**src/rtl/priority_encoder_serial_if.sv**
```systemverilog
// Handshake bundle for priority_encoder_serial: load side, index stream and completion pulses.
interface priority_encoder_serial_if #(
  parameter int N = 4
) ();
  localparam int W = $clog2(N);

  logic [N-1:0] din;
  logic         load;
  logic         busy;
  logic [W-1:0] dout;
  logic         dout_valid;
  logic         dout_ready;
  logic         dout_last;
  logic         done;
  logic         zero;

  modport master (
    output din, load, dout_ready,
    input  busy, dout, dout_valid, dout_last, done, zero
  );

  modport slave (
    input  din, load, dout_ready,
    output busy, dout, dout_valid, dout_last, done, zero
  );
endinterface

```
**src/rtl/priority_encoder_serial.sv**
```systemverilog
// Serial priority encoder: captures a multi-hot vector and streams one set-bit index per handshake.
// PENC_MSB_FIRST_EN selects highest-index-first order; default is lowest-index-first.
module priority_encoder_serial #(
  parameter int N = 4,
  parameter int W = $clog2(N)
) (
  input logic                     clk,
  input logic                     rst_n,
  priority_encoder_serial_if.slave bus
);

  typedef enum logic {IDLE, SCAN} state_t;

  state_t         state_q, state_d;
  logic [N-1:0]   pend_q, pend_d;
  logic [W-1:0]   dout_q, dout_d;
  logic           last_q, last_d;
  logic           done_q, done_d;
  logic           zero_q, zero_d;

  logic [N-1:0]   src;
  logic [W-1:0]   hit_idx;
  logic [N-1:0]   pend_clr;

  // One finder serves both the freshly loaded vector and the pending bits.
  assign src = (state_q == SCAN) ? pend_q : bus.din;

  always_comb begin
    hit_idx = '0;
`ifdef PENC_MSB_FIRST_EN
    for (int i = 0; i < N; i++)
      if (src[i]) hit_idx = W'(i);
`else
    for (int i = N - 1; i >= 0; i--)
      if (src[i]) hit_idx = W'(i);
`endif
  end

  assign pend_clr = src & ~(N'(1) << hit_idx);

  always_comb begin
    state_d = state_q;
    pend_d  = pend_q;
    dout_d  = dout_q;
    last_d  = last_q;
    done_d  = 1'b0;
    zero_d  = 1'b0;
    case (state_q)
      IDLE: begin
        if (bus.load) begin
          if (|bus.din) begin
            state_d = SCAN;
            dout_d  = hit_idx;
            pend_d  = pend_clr;
            last_d  = ~|pend_clr;
          end else begin
            done_d = 1'b1;
            zero_d = 1'b1;
          end
        end
      end
      SCAN: begin
        if (bus.dout_ready) begin
          if (last_q) begin
            state_d = IDLE;
            done_d  = 1'b1;
            dout_d  = '0;
            last_d  = 1'b0;
            pend_d  = '0;
          end else begin
            dout_d = hit_idx;
            pend_d = pend_clr;
            last_d = ~|pend_clr;
          end
        end
      end
      default: state_d = IDLE;
    endcase
  end

  always_ff @(posedge clk or negedge rst_n) begin
    if (!rst_n) begin
      state_q <= IDLE;
      pend_q  <= '0;
      dout_q  <= '0;
      last_q  <= 1'b0;
      done_q  <= 1'b0;
      zero_q  <= 1'b0;
    end else begin
      state_q <= state_d;
      pend_q  <= pend_d;
      dout_q  <= dout_d;
      last_q  <= last_d;
      done_q  <= done_d;
      zero_q  <= zero_d;
    end
  end

  assign bus.busy       = (state_q == SCAN);
  assign bus.dout_valid = (state_q == SCAN);
  assign bus.dout       = dout_q;
  assign bus.dout_last  = last_q;
  assign bus.done       = done_q;
  assign bus.zero       = zero_q;

endmodule

```
**src/flat_wrapper.sv**
```systemverilog
// flat-port wrapper written by rule: the top's interface ports become plain ports
module priority_encoder_serial_flat 
#(
  parameter int N = 4,
  parameter int W = $clog2(N)
)
  (clk, rst_n, bus_din, bus_load, bus_dout_ready, bus_busy, bus_dout, bus_dout_valid, bus_dout_last, bus_done, bus_zero);
  priority_encoder_serial_if #(.N(N)) bus_i ();
  input logic clk;
  input logic rst_n;
  input wire logic [$bits(bus_i.din)-1:0] bus_din;
  input wire logic [$bits(bus_i.load)-1:0] bus_load;
  input wire logic [$bits(bus_i.dout_ready)-1:0] bus_dout_ready;
  output wire logic [$bits(bus_i.busy)-1:0] bus_busy;
  output wire logic [$bits(bus_i.dout)-1:0] bus_dout;
  output wire logic [$bits(bus_i.dout_valid)-1:0] bus_dout_valid;
  output wire logic [$bits(bus_i.dout_last)-1:0] bus_dout_last;
  output wire logic [$bits(bus_i.done)-1:0] bus_done;
  output wire logic [$bits(bus_i.zero)-1:0] bus_zero;
  assign bus_i.din = bus_din;
  assign bus_i.load = bus_load;
  assign bus_i.dout_ready = bus_dout_ready;
  assign bus_busy = bus_i.busy;
  assign bus_dout = bus_i.dout;
  assign bus_dout_valid = bus_i.dout_valid;
  assign bus_dout_last = bus_i.dout_last;
  assign bus_done = bus_i.done;
  assign bus_zero = bus_i.zero;
  priority_encoder_serial #(.N(N), .W(W)) u_core (.clk(clk), .rst_n(rst_n), .bus(bus_i));
endmodule
```
**config.mk**
```make
export PLATFORM = sky130hd
export DESIGN_NAME = priority_encoder_serial_flat
export DESIGN_NICKNAME = d
export VERILOG_FILES = /design/src/rtl/priority_encoder_serial_if.sv /design/src/rtl/priority_encoder_serial.sv /design/src/flat_wrapper.sv
export SDC_FILE = /design/constraint.sdc
export NUM_CORES = 1
export LEC_CHECK = 0
export ABC_AREA = 1
export CAP_MARGIN = 15
export CORE_AREA = 3 3 40 42
export DETAILED_ROUTE_END_ITERATION = 7
export DIE_AREA = 0 0 43 45
export PLACE_DENSITY = 0.72
export SLEW_MARGIN = 20
export SYNTH_ARGS = -nofsm -noshare
export SYNTH_HDL_FRONTEND = slang
export SYNTH_SLANG_ARGS = --single-unit
export TNS_END_PERCENT = 50
```
**constraint.sdc**
```tcl
create_clock -name clk -period 1.4 [get_ports clk]
set_input_delay 0.28 -clock clk [delete_from_list [all_inputs] [get_ports clk]]
set_output_delay 0.28 -clock clk [all_outputs]
set_load 0.01 [all_outputs]
```
# [Yosys cells after proc, flatten, opt, wreduce, memory -nomap -nowiden]
# Cells that the tools add are included.
[totals] in_bits=8 regBits=10 word_cells=48
[classes] shift=1 reduce_logical=4 n_mux=31 bitwise_logic=3 n_eq_ne=3
[ops] cell="4-bit 2-to-1 mux" count=5
[ops] cell="2-bit 2-to-1 mux" count=8
[ops] cell="1-bit 2-to-1 mux" count=13
[ops] cell="4-bit one-hot mux with 2 select lines" count=1
[ops] cell="4-bit OR reduction" count=2
[ops] cell="1-bit one-hot mux with 2 select lines" count=3
[ops] cell="4-bit AND" count=1
[ops] cell="2-bit inequality test (second input constant)" count=2
[ops] cell="4-bit inverter" count=1
[ops] cell="2-bit one-hot mux with 2 select lines" count=1
[ops] cell="1-bit by 2-bit left shift with 4-bit output (first input constant)" count=1
[ops] cell="3-bit AND reduction" count=1
[ops] cell="2-bit by 1-bit inequality test with 1-bit output (second input constant)" count=1
[ops] cell="1-bit logical NOT" count=1
[ops] cell="1-bit inverter" count=1

# [Depth between registers and ports, before layout]
[logic_depth] depth_word=13 depth_mapped=8 mapped_depth_nobuf=7

# [Least setup slack after synthesis]
# No wires, ideal clock.
[synth_path] path_kind="flip-flop to flip-flop" from="register u_core.state_q, in the netlist u_core.bus.busy" to="register u_core.last_q, in the netlist u_core.bus.dout_last" setup_ps=117 path_stages_with_launch=7 required_ps=1283 arrival_time_ps=1082 setup_slack_ps=201 cell_sequence="dfrtp_1 -> buf_6 -> or2_4 -> nand4_4 -> inv_2 -> nand3_1 -> nand2_1"
[synth_via] elab_chain_len=13 word_cells_on_any_way=20
[synth_rtl] element="from (decl)" line="priority_encoder_serial.sv:14" source="state_t state_q, state_d;"
[synth_rtl] element="from (signal assigned)" line="priority_encoder_serial.sv:90" source="state_q <= state_d;"
[synth_rtl] element="4-bit 2-to-1 mux" line="priority_encoder_serial.sv:26" source="assign src = (state_q == SCAN) ? pend_q : bus.din;"
[synth_rtl] element="2-bit 2-to-1 mux (4 in a row)" line="priority_encoder_serial.sv:35" source="if (src[i]) hit_idx = W'(i);"
[synth_rtl] element="1-bit by 2-bit left shift with 4-bit output" line="priority_encoder_serial.sv:39" source="assign pend_clr = src & ~(N'(1) << hit_idx);"
[synth_rtl] element="4-bit inverter" line="priority_encoder_serial.sv:39"
[synth_rtl] element="4-bit AND" line="priority_encoder_serial.sv:39"
[synth_rtl] element="4-bit OR reduction" line="priority_encoder_serial.sv:55, priority_encoder_serial.sv:73"
[synth_rtl] element="1-bit logical NOT" line="priority_encoder_serial.sv:55, priority_encoder_serial.sv:73"
[synth_rtl] element="1-bit 2-to-1 mux, on equally long branches" line="priority_encoder_serial.sv:64, priority_encoder_serial.sv:51"
[synth_rtl] element="1-bit 2-to-1 mux, on equally long branches" line="priority_encoder_serial.sv:63, priority_encoder_serial.sv:50"
[synth_rtl] element="1-bit one-hot mux with 2 select lines" line="priority_encoder_serial.sv:48" source="case (state_q)"
[synth_rtl] element="to (signal assigned)" line="priority_encoder_serial.sv:93" source="last_q <= last_d;"
[synth_rtl] element="to (decl)" line="priority_encoder_serial.sv:17" source="logic last_q, last_d;"
# Several ways; a longest one is shown, not always the timed one. The select of a mux whose other input is x is not followed.
# A chain may end at the register's enable or synchronous reset.

# [Final worst setup path]
# Same ends and word-level chain as after synthesis.

==> summary.md <==
| Metric | Value |
|---|---|
| Clock Tree Buf Depth | 2 |
| Starting Density | 44.6% |
| #FFs+latches synth | 10 |
| Diode count | 0 |
| Hpwl dp | 1010 um |
| Fin. max-slew vios | 0 |
| WL met2 | 620 um |
| Largest net degree at the start of global routing | 11 |
| Pwr dens | 1890 nW/um^2 |
| Min-Delay Path Class | in -> async |
| Setup TNS | 0 ns |
| Vias in the first global route | 483 |
| Drt wl/cell | 11.9 um |
| Critical-path top delay cell | dfrtp_1 |
| FF-to-FF End | u_core.bus.dout_last |
| CTS sink count | 10 |
| Syn Nets | 81 |
| Setup crit start | u_core.bus.busy |
| Cell chain of the critical path | buf_4 -> or2_4 -> nand4_4 -> inv_2 -> nand3_1 -> nand2_1 |
| Max Cap Viol | 0 |
| Area Growth Syn to Fin | 30.8% |
| Core area | 1280 um^2 |
| Vias | 517 |
| Num CTS Buffers | 3 |
| WP data required | 1.56 ns |
| Site row count | 13 |
| M1 wire length | 543 um |
| Root Driver | clkbuf_4 |
| CTS tree | done |
| RSZ-0062 raised after global routing | false |
| Synth Instances | 73 |
| RR Startpoint | u_core.bus.busy |
| Clock insertion delay at the later pin of the skew report | 0.28 ns |
| WP buf/inv | 2 |
| Routed wl met3 | 57 um |
| Worst-Margin Slew | 0.451 ns |
| Number of iterations in the first detailed-routing pass | 4 |
| Reg2Reg Depth | 6 |
| Arrival time at the worst endpoint | 1.43 ns |
| Crit Path Max Fanout | 10 |
| Synth unique cells | 18 |
| Boundary pin count | 15 |
| Final #Nets | 101 |
| Final critical-path share of the clock period | 90.3% |
| Final Hold Fails | 0 |
| Routed wire length | 1260 um |
| Final setup fails | 0 |
| IO buf count | 14 |
| Initial antenna violation count | 0 |
| Die Width | 43 um |
| CTS Hold Bufs | 0 |
| Setup slack, reg-to-reg | 0.14 ns |
| Worst clock skew | 0.00543 ns |
| Setup crit start kind | flop |
| Syn Area/Cell | 7.85 um^2 |
| First-pass GRT wire length | 2090 um |
| Post-synthesis sequential area ratio | 43.7% |
| Status | finished, final reports clean |
| Die area | 1940 um^2 |
| Setup crit end kind | flop |
| Initial DRC Count | 9 |
| Cell depth of the worst setup path | 6 |
| Clk slew on worst S/H paths | 0.07 ns |
| Crit Path Class | reg -> reg |
| Max rail drop VDD | 0.797 mV |
| GP Congestion | 0.836 |
| Tmin final | 1.26 ns |
| Synthesis warning total | 0 |
| Max incr delay on CP | 0.39 ns |
| Remaining global-route overflow | 0 |
| Rel. slew slack | 69.8% |
| Max Clk Rate | 0.791 GHz |
| Mapped cell area | 573 um^2 |
| DRC viols | 0 |
| Layout cells sized above 1 | 18.7% |
| Fin util | 58.3% |
| Vias per std cell | 4.88 |
| Gr usage total | 14.9% |
| Crit path max-delay family | simple AND/OR/NAND/NOR gates |
| Final ANT Viol Nets | 0 |
| Overall die height | 45 um |
| P_leak | 0.398 nW |
| Max Used Layer | met4 |
| H-tree depth | 1 |
## cell usage after synthesis
cell type / instances / area share, %
o21ai_2: 1 / 1.5
o21ai_1: 6 / 5.2
buf_6: 1 / 2.0
nor2_1: 4 / 2.6
inv_1: 9 / 5.9
nand2_1: 24 / 16
o21bai_1: 1 / 1.3
nand3_2: 2 / 3.5
nand2_2: 4 / 4.4
dfrtp_1: 10 / 44
buf_4: 1 / 1.3
nand3_1: 3 / 2.6
inv_6: 1 / 1.5
o22ai_1: 1 / 1.1
inv_2: 1 / 0.65
or2_4: 1 / 1.5
nand4_4: 1 / 3.7
a21oi_1: 2 / 1.7
## layout by cell type, fill, tap and decap left out
cell,n
o21ai_1,6
buf_4,3
dlygate4sd2_1,7
inv_1,9
nand2_1,24
nand2_2,4
or2_4,1
nand3_2,2
a21oi_1,2
inv_6,1
o21bai_1,1
o22ai_1,1
o21ai_2,1
nor2_1,4
inv_2,1
nand3_1,3
clkbuf_4,3
dfrtp_1,10
nand4_4,1
clkdlybuf4s50_1,7
## timing repair
item                                    4_1_cts  5_1_grt
gates resized for setup                       7        0
endpoints found under the setup margin        7        0
setup buffers                                 0        0
## registers in the layout, indices dropped and copies added, names as in the netlist
signal / flops
u_core.bus.busy: 1
u_core.bus.done: 1
u_core.bus.dout: 2
u_core.bus.dout_last: 1
u_core.bus.zero: 1
u_core.pend_q: 4
## layer usage
| layer | up-vias | global-route usage [%] |
|---|---|---|
| met5 | - | 0 |
| li1 | 263 | - |
| met3 | 6 | 2.39 |
| met1 | 236 | 17.3 |
| met4 | 0 | 10.8 |
| met2 | 12 | 25.1 |
## how the worst max path moves through the flow
stage | endpoint | slack [ns]
after global routing | u_core.bus.dout_last | 0.03
after detailed placement | u_core.bus.dout_last | -0.12
after floorplan | u_core.bus.dout_last | 0.20
after CTS | u_core.bus.dout_last | 0.13
final | u_core.bus.dout_last | 0.14
after global placement | u_core.bus.dout_last | -0.1
## layout make-up
| type | instances | area (um^2) |
|---|---|---|
| clock buffer | 3 | 22.5 |
| inverter | 11 | 46.3 |
| timing repair buffer | 17 | 154 |
| fill | 128 | 536 |
| multi-input combinational | 50 | 258 |
| tap | 15 | 18.8 |
| sequential | 10 | 250 |
## per-stage QoR
stage	worst slack [ns]	hold slack, ns	total power [mW]	instance area (um^2)	cells
after global routing	0.0320	0.344	1.54	749	106
after floorplan	0.201	-0.0156	1.02	573	73
after CTS	0.132	0.335	1.42	749	106
after detailed placement	-0.122	0.471	1.27	736	103
after global placement	-0.0991	0.458	1.25	736	103
final	0.136	0.316	1.42	749	106
## report_power, final
| part | switching, mW | total [mW] | internal [mW] |
|---|---|---|---|
| Clock | 0.106 | 0.206 | 0.0997 |
| Combinational | 0.488 | 0.804 | 0.315 |
| Sequential | 0.0415 | 0.411 | 0.369 |
| Total | 0.636 | 1.42 | 0.784 |
## cell families (layout without fill, tap and decap cells)
family	count (synthesis)	after routing	share of synthesized area, %
simple gates	39	39	34.1
buf+inv	13	31	11.4
compound gates	11	11	10.9
flops	10	10	43.7
Power figures use the tool's default switching activity.
